==> config.mk <==
export PLATFORM = sky130hd
export DESIGN_NAME = mem_stage_ctrl_flat
export DESIGN_NICKNAME = d
export VERILOG_FILES = /design/src/rtl/mem_stage_ctrl_if.sv /design/src/rtl/mem_stage_ctrl.sv /design/src/flat_wrapper.sv
export SDC_FILE = /design/constraint.sdc
export NUM_CORES = 1
export LEC_CHECK = 0
export BUFFER_PORTS_ARGS = -buffer_cell sky130_fd_sc_hd__buf_2
export CORE_AREA = 2 2 86 88
export DETAILED_ROUTE_END_ITERATION = 6
export DIE_AREA = 0 0 88 90
export SETUP_SLACK_MARGIN = 0.02
export SYNTH_ARGS = -nofsm -noshare
export SYNTH_HDL_FRONTEND = slang
export SYNTH_SLANG_ARGS = --single-unit
export TNS_END_PERCENT = 10
==> constraint.sdc <==
create_clock -name clk -period 3.3 [get_ports clk]
set_clock_uncertainty 0.2 [all_clocks]
set_input_delay 0.99 -clock clk [delete_from_list [all_inputs] [get_ports clk]]
set_output_delay 0.99 -clock clk [all_outputs]
set_load 0.05 [all_outputs]
==> src/rtl/mem_stage_ctrl_if.sv <==
`default_nettype none
// ============================================================================
// Module   : mem_stage_ctrl_if
// Purpose  : Data-memory request/acknowledge port between the memory-stage
//            access controller and the data memory.
//
// Signals (named from the controller's point of view)
//   o_dm_req    1       request, held high until acknowledged
//   o_dm_we     1       1=write, 0=read; valid while o_dm_req
//   o_dm_addr   ADDR_W  request address, stable while o_dm_req
//   o_dm_wdata  DATA_W  store data, stable while o_dm_req
//   i_dm_ack    1       completion pulse (one cycle)
//   i_dm_rdata  DATA_W  read data, valid with i_dm_ack
//
// Modports
//   master : controller side (drives request, receives completion)
//   slave  : memory side (receives request, drives completion)
//
// Revision : 1.0 - initial release
// ============================================================================
interface mem_stage_ctrl_if #(
  parameter int DATA_W = 16,
  parameter int ADDR_W = 16
) ();

  logic              o_dm_req;
  logic              o_dm_we;
  logic [ADDR_W-1:0] o_dm_addr;
  logic [DATA_W-1:0] o_dm_wdata;
  logic              i_dm_ack;
  logic [DATA_W-1:0] i_dm_rdata;

  modport master (
    output o_dm_req,
    output o_dm_we,
    output o_dm_addr,
    output o_dm_wdata,
    input  i_dm_ack,
    input  i_dm_rdata
  );

  modport slave (
    input  o_dm_req,
    input  o_dm_we,
    input  o_dm_addr,
    input  o_dm_wdata,
    output i_dm_ack,
    output i_dm_rdata
  );

endinterface
`default_nettype wire

==> src/rtl/mem_stage_ctrl.sv <==
`default_nettype none
// ============================================================================
// Module   : mem_stage_ctrl
// Purpose  : Memory-stage access controller sitting between the EX/MEM pipe
//            register and mem_wb_reg. Converts the per-instruction load/store
//            controls into a req/ack transaction on the data-memory port,
//            stalls the pipeline while the access is outstanding and presents
//            the last completed load data to mem_wb_reg.
//
// Parameters
//   DATA_W    data bus width
//   ADDR_W    data-memory address width
//   MAX_WAIT  REQ-state cycles before timeout (timeout build only), >= 1
//
// Ports
//   clk         in   pipeline clock, all state updates on posedge
//   rst_n       in   asynchronous active-low reset
//   i_mem_rd    in   instruction in MEM is a load
//   i_mem_wrt   in   instruction in MEM is a store
//   i_addr      in   effective address (ALU result)
//   i_wdata     in   store data
//   dm          if   data-memory port (master modport of mem_stage_ctrl_if)
//   o_mem_data  out  last completed load data, to mem_wb_reg
//   o_stall     out  freeze PC/IF/ID/EX/MEM regs; also clears mem_wb_reg
//   o_err       out  one-cycle timeout pulse
//
// Build option
//   MEM_TIMEOUT_EN : when defined, a request that stays unacknowledged for
//                    MAX_WAIT cycles is abandoned and flagged on o_err.
//                    When undefined, REQ waits for ack indefinitely and
//                    o_err is tied low.
//
// Revision : 1.0 - initial release
// ============================================================================
module mem_stage_ctrl #(
  parameter int DATA_W   = 16,
  parameter int ADDR_W   = 16,
  parameter int MAX_WAIT = 15
) (
  input  wire logic              clk,
  input  wire logic              rst_n,
  input  wire logic              i_mem_rd,
  input  wire logic              i_mem_wrt,
  input  wire logic [ADDR_W-1:0] i_addr,
  input  wire logic [DATA_W-1:0] i_wdata,
  mem_stage_ctrl_if.master       dm,
  output logic      [DATA_W-1:0] o_mem_data,
  output logic                   o_stall,
  output logic                   o_err
);

  // --------------------------------------------------------------------------
  // State encoding
  // --------------------------------------------------------------------------
  typedef enum logic [1:0] {
    S_IDLE = 2'd0,
    S_REQ  = 2'd1,
    S_DONE = 2'd2
  } state_t;

  state_t            r_state;
  state_t            w_state_nxt;

  logic              r_req;
  logic              w_req_nxt;
  logic              r_we;
  logic              w_we_nxt;
  logic [ADDR_W-1:0] r_addr;
  logic [ADDR_W-1:0] w_addr_nxt;
  logic [DATA_W-1:0] r_wdata;
  logic [DATA_W-1:0] w_wdata_nxt;
  logic [DATA_W-1:0] r_mem_data;
  logic [DATA_W-1:0] w_mem_data_nxt;

  logic              w_mem_op;

`ifdef MEM_TIMEOUT_EN
  localparam int c_CNT_W = (MAX_WAIT < 2) ? 1 : $clog2(MAX_WAIT);
  // Counter value seen during the last permitted REQ cycle.
  localparam logic [c_CNT_W-1:0] c_CNT_LAST = c_CNT_W'(MAX_WAIT - 1);

  logic [c_CNT_W-1:0] r_wait_cnt;
  logic [c_CNT_W-1:0] w_wait_cnt_nxt;
  logic               r_err;
  logic               w_err_nxt;
`endif

  assign w_mem_op = i_mem_rd | i_mem_wrt;

  // --------------------------------------------------------------------------
  // State register
  // --------------------------------------------------------------------------
  always_ff @(posedge clk or negedge rst_n) begin
    if (!rst_n) begin
      r_state <= S_IDLE;
    end else begin
      r_state <= w_state_nxt;
    end
  end

  // --------------------------------------------------------------------------
  // Request / data registers. The async clear drops an outstanding request
  // the moment rst_n falls, without waiting for a clock edge.
  // --------------------------------------------------------------------------
  always_ff @(posedge clk or negedge rst_n) begin
    if (!rst_n) begin
      r_req      <= 1'b0;
      r_we       <= 1'b0;
      r_addr     <= '0;
      r_wdata    <= '0;
      r_mem_data <= '0;
    end else begin
      r_req      <= w_req_nxt;
      r_we       <= w_we_nxt;
      r_addr     <= w_addr_nxt;
      r_wdata    <= w_wdata_nxt;
      r_mem_data <= w_mem_data_nxt;
    end
  end

`ifdef MEM_TIMEOUT_EN
  always_ff @(posedge clk or negedge rst_n) begin
    if (!rst_n) begin
      r_wait_cnt <= '0;
      r_err      <= 1'b0;
    end else begin
      r_wait_cnt <= w_wait_cnt_nxt;
      r_err      <= w_err_nxt;
    end
  end
`endif

  // --------------------------------------------------------------------------
  // Next-state and next-register logic
  // --------------------------------------------------------------------------
  always_comb begin
    w_state_nxt    = r_state;
    w_req_nxt      = r_req;
    w_we_nxt       = r_we;
    w_addr_nxt     = r_addr;
    w_wdata_nxt    = r_wdata;
    w_mem_data_nxt = r_mem_data;
`ifdef MEM_TIMEOUT_EN
    w_wait_cnt_nxt = r_wait_cnt;
    w_err_nxt      = 1'b0;
`endif

    case (r_state)
      S_IDLE: begin
        // Acks arriving here are not ours and are ignored.
        if (w_mem_op) begin
          w_state_nxt = S_REQ;
          w_req_nxt   = 1'b1;
          // A store takes priority when both controls are raised.
          w_we_nxt    = i_mem_wrt;
          w_addr_nxt  = i_addr;
          w_wdata_nxt = i_wdata;
`ifdef MEM_TIMEOUT_EN
          w_wait_cnt_nxt = '0;
`endif
        end
      end

      S_REQ: begin
        if (dm.i_dm_ack) begin
          w_state_nxt = S_DONE;
          w_req_nxt   = 1'b0;
          if (!r_we) begin
            w_mem_data_nxt = dm.i_dm_rdata;
          end
        end
`ifdef MEM_TIMEOUT_EN
        else if (r_wait_cnt == c_CNT_LAST) begin
          // Abandon the access; a timed-out load returns zero.
          w_state_nxt = S_DONE;
          w_req_nxt   = 1'b0;
          w_err_nxt   = 1'b1;
          if (!r_we) begin
            w_mem_data_nxt = '0;
          end
        end else begin
          w_wait_cnt_nxt = r_wait_cnt + c_CNT_W'(1);
        end
`endif
      end

      S_DONE: begin
        // Single release cycle so the pipeline can advance to the next
        // instruction before it is sampled in IDLE.
        w_state_nxt = S_IDLE;
      end

      default: begin
        w_state_nxt = S_IDLE;
        w_req_nxt   = 1'b0;
      end
    endcase
  end

  // --------------------------------------------------------------------------
  // Outputs
  // --------------------------------------------------------------------------
  // Stall is raised combinationally in the IDLE cycle that sees a memory op
  // so the instruction is held while the request is launched; non-memory
  // instructions see no added latency.
  assign o_stall = (r_state == S_REQ) | ((r_state == S_IDLE) & w_mem_op);

  assign dm.o_dm_req   = r_req;
  assign dm.o_dm_we    = r_we;
  assign dm.o_dm_addr  = r_addr;
  assign dm.o_dm_wdata = r_wdata;
  assign o_mem_data    = r_mem_data;

`ifdef MEM_TIMEOUT_EN
  assign o_err = r_err;
`else
  assign o_err = 1'b0;
`endif

  // --------------------------------------------------------------------------
  // Invariants
  // --------------------------------------------------------------------------
  a_max_wait_legal : assert property (@(posedge clk) MAX_WAIT >= 1);

  // The request line is high exactly while the FSM sits in REQ.
  a_req_in_req : assert property (@(posedge clk) disable iff (!rst_n)
    r_req == (r_state == S_REQ));

  // Address, data and direction hold while the request is outstanding.
  a_req_stable : assert property (@(posedge clk) disable iff (!rst_n)
    (r_req && !dm.i_dm_ack && (r_state == S_REQ) && (w_state_nxt == S_REQ))
      |=> ($stable(r_addr) && $stable(r_wdata) && $stable(r_we)));

endmodule
`default_nettype wire

==> src/flat_wrapper.sv <==
// flat-port wrapper written by rule: the top's interface ports become plain ports
module mem_stage_ctrl_flat 
#(
  parameter int DATA_W   = 16,
  parameter int ADDR_W   = 16,
  parameter int MAX_WAIT = 15
)
  (clk, rst_n, i_mem_rd, i_mem_wrt, i_addr, i_wdata, o_mem_data, o_stall, o_err, dm_o_dm_req, dm_o_dm_we, dm_o_dm_addr, dm_o_dm_wdata, dm_i_dm_ack, dm_i_dm_rdata);
  mem_stage_ctrl_if #(.DATA_W(DATA_W), .ADDR_W(ADDR_W)) dm_i ();
  input  wire logic clk;
  input  wire logic rst_n;
  input  wire logic i_mem_rd;
  input  wire logic i_mem_wrt;
  input  wire logic [ADDR_W-1:0] i_addr;
  input  wire logic [DATA_W-1:0] i_wdata;
  output logic      [DATA_W-1:0] o_mem_data;
  output logic o_stall;
  output logic o_err;
  output wire logic [$bits(dm_i.o_dm_req)-1:0] dm_o_dm_req;
  output wire logic [$bits(dm_i.o_dm_we)-1:0] dm_o_dm_we;
  output wire logic [$bits(dm_i.o_dm_addr)-1:0] dm_o_dm_addr;
  output wire logic [$bits(dm_i.o_dm_wdata)-1:0] dm_o_dm_wdata;
  input wire logic [$bits(dm_i.i_dm_ack)-1:0] dm_i_dm_ack;
  input wire logic [$bits(dm_i.i_dm_rdata)-1:0] dm_i_dm_rdata;
  assign dm_o_dm_req = dm_i.o_dm_req;
  assign dm_o_dm_we = dm_i.o_dm_we;
  assign dm_o_dm_addr = dm_i.o_dm_addr;
  assign dm_o_dm_wdata = dm_i.o_dm_wdata;
  assign dm_i.i_dm_ack = dm_i_dm_ack;
  assign dm_i.i_dm_rdata = dm_i_dm_rdata;
  mem_stage_ctrl #(.DATA_W(DATA_W), .ADDR_W(ADDR_W), .MAX_WAIT(MAX_WAIT)) u_core (.clk(clk), .rst_n(rst_n), .i_mem_rd(i_mem_rd), .i_mem_wrt(i_mem_wrt), .i_addr(i_addr), .i_wdata(i_wdata), .dm(dm_i), .o_mem_data(o_mem_data), .o_stall(o_stall), .o_err(o_err));
endmodule
==> reports/metrics.cfg <==
[die]
num_rows = 31
core_region_area_um2 = 7020
die_y_um = 90
num_io_pins = 105
dieWidth_um = 88
dieArea_um2 = 7920
start_util_pct = 28.93

[hold_path]
min_path_type = register to register

[clock_tree]
cts_resized = 0
cts_tree = built
numCtsBuffers = 5
cts.htree.levels = 2
clk_pin_slew_ns = 0.09
clockBufferDepth = 2
cts.sinks = 52
ctsHoldBuffers = 0
clockRootBuffer = clkbuf_8
post_cts_buffers = 0
clk_latency_ns = 0.30

[setup_path]
end_kind = output port
crit_cells = 4
crit_fanout = 3
crit_family = buffers and inverters
cp.arrival_ns = 1.61
critPathLaunchType = input pin
max_stage_delay_ns = 0.24
reg2reg_to = u_core.o_mem_data[3]
rr_startpoint = u_core.r_state[1]
critPathLaunch = i_mem_wrt
worst_path_max_delay_cell = nor3_1
crit_top_cell = buf_2
crit_buf_inv = 2
setup.worst_path.class = input pin to output port
worstRegToRegCells = 3
critPathCapture = o_stall
required_ns = 2.11
rrSetupSlack_ns = 1.39
path_cells = buf_2 > nor3_1 > nor2_1 > buf_2

[layout]
drive_gt1_share_pct = 71.68
nFillCells = 682
area_growth_pct = 34.44
diodes = 0
fin_nets = 278
design_area_um2 = 2730

[drt]
post_drt_via_cell_ratio = 4.129
drtAntennaViolNets = 0
wl_per_cell_um = 12.72
drt_iter0_drc = 16
wl_mm = 4.135
first_pass_iters = 4
drc = 0
num_vias = 1342

[synth]
netlist_area_um2 = 2031
ys_seq_area_share_pct = 64.08
synth_top_area_cell = dfrtp_1
yosysWarnings = 0
synth.avg_cell_area_um2 = 16.92
syn-num-nets = 173
ys_types = 18
synth_area_leaders = dfrtp_1 (64%), mux2_2 (21%), mux2_4 (7.4%)
synth_top_area_share_pct = 64.08
syn_inst = 120
synth_seq_cells = 52

[status]
outcome = complete, no violations

[placement]
portBuffers = 103
gp_congestion = 0.6901
dpl_cell_area_um2 = 2619
dp_hpwl_mm = 3.042

[timing]
tightest_slew_ns = 0.6018
period_share_pct = 84.97
rsz0062_at_grt = no
final_max_slew_viol_count = 0
setup_viol = 0
fin_hold_ws_ns = 0.3060
period_minus_slack_ns = 2.804
fmax_ghz = 0.3566
slew_headroom_pct = 59.79
hold_violations = 0
tns_ns = 0

[global_route]
first_global_vias = 1395
globalRouteTotalUtil_pct = 10.84
grt_pass1_wl_mm = 6.679
grt_overflow_total = 0
grt_max_degree = 34
antenna_found_initial = 0

[run]
drv_cap = 0

-- synthesized netlist by cell type --
cell type	count
a211oi_1	1
nor3_1	1
dfrtp_1	52
nand2_1	1
mux2_2	38
buf_6	1
nor2b_4	1
a211o_1	1
buf_2	1
a22o_1	1
mux2_4	10
o21a_1	1
buf_12	1
conb_1	1
buf_4	4
nor2_1	3
and3b_1	1
nor2b_1	1
-- metal layers --
layer  share of wire, %  wire (um)  GRT usage, %
met5                  0          0             0
met3                7.8        324         3.030
met4                1.6         66         4.744
met1                 40       1666         12.88
met2                 50       2078         17.99
-- flip-flops by register name, indices dropped and copies added, names as in the netlist --
| register | count |
|---|---|
| u_core.dm.o_dm_addr | 16 |
| u_core.dm.o_dm_req | 1 |
| u_core.dm.o_dm_wdata | 16 |
| u_core.dm.o_dm_we | 1 |
| u_core.o_mem_data | 16 |
| u_core.r_state | 2 |
-- worst min path at each step --
stage	cells past startpoint	slack [ns]	to	startpoint
after global placement	1	0.29	u_core.dm.o_dm_wdata[10]	u_core.dm.o_dm_wdata[10]
after CTS	1	0.31	u_core.dm.o_dm_wdata[0]	u_core.dm.o_dm_wdata[0]
after detailed placement	1	0.29	u_core.dm.o_dm_wdata[8]	u_core.dm.o_dm_wdata[8]
final	1	0.31	u_core.dm.o_dm_addr[7]	u_core.dm.o_dm_addr[7]
after global routing	1	0.32	u_core.dm.o_dm_addr[7]	u_core.dm.o_dm_addr[7]
after floorplan	1	0.26	u_core.r_state[0]	u_core.r_state[1]
-- cell families (layout without fill, tap and decap cells) --
family / Yosys count / after routing / synth area share (%)
other cells: 1 / 1 / 0.1847
simple gates: 8 / 8 / 2.403
compound gates: 4 / 4 / 1.602
buf+inv: 7 / 113 / 3.265
flops: 52 / 52 / 64.08
mux: 48 / 48 / 28.47
-- layout make-up --
cell class                 instances  area (um^2)  share of cell area, %
sequential                        52         1301                  47.66
tap                               99        123.9                  4.537
multi-input combinational         61        663.1                  24.29
timing repair buffer             105        530.5                  19.43
clock inverter                     3        42.54                  1.558
clock buffer                       5        68.82                  2.521
-- stage by stage --
step	std cells	util [%]	setup slack, ns
final	325	38.89	0.4961
after global placement	317	37.30	0.5305
after detailed placement	317	37.30	0.4923
after CTS	325	38.89	0.4934
after floorplan	120	-	0.4285
after global routing	325	38.89	0.4271
-- worst register-to-register path, cell delays in order, from the launching register on --
cell and delay, ns:
dfrtp_1 0.43, and3b_1 0.24, nor2b_4 0.54, mux2_2 0.40
-- layout by cell type, fill, tap and decap left out, types with 2 or more instances in the layout --
master,count
buf_2,103
buf_4,2
clkbuf_8,5
dfrtp_1,52
mux2_2,38
mux2_4,10
nor2_1,3
Power is not shown: default switching activity piles up to over one toggle a cycle in this logic, so the estimate is an artifact.
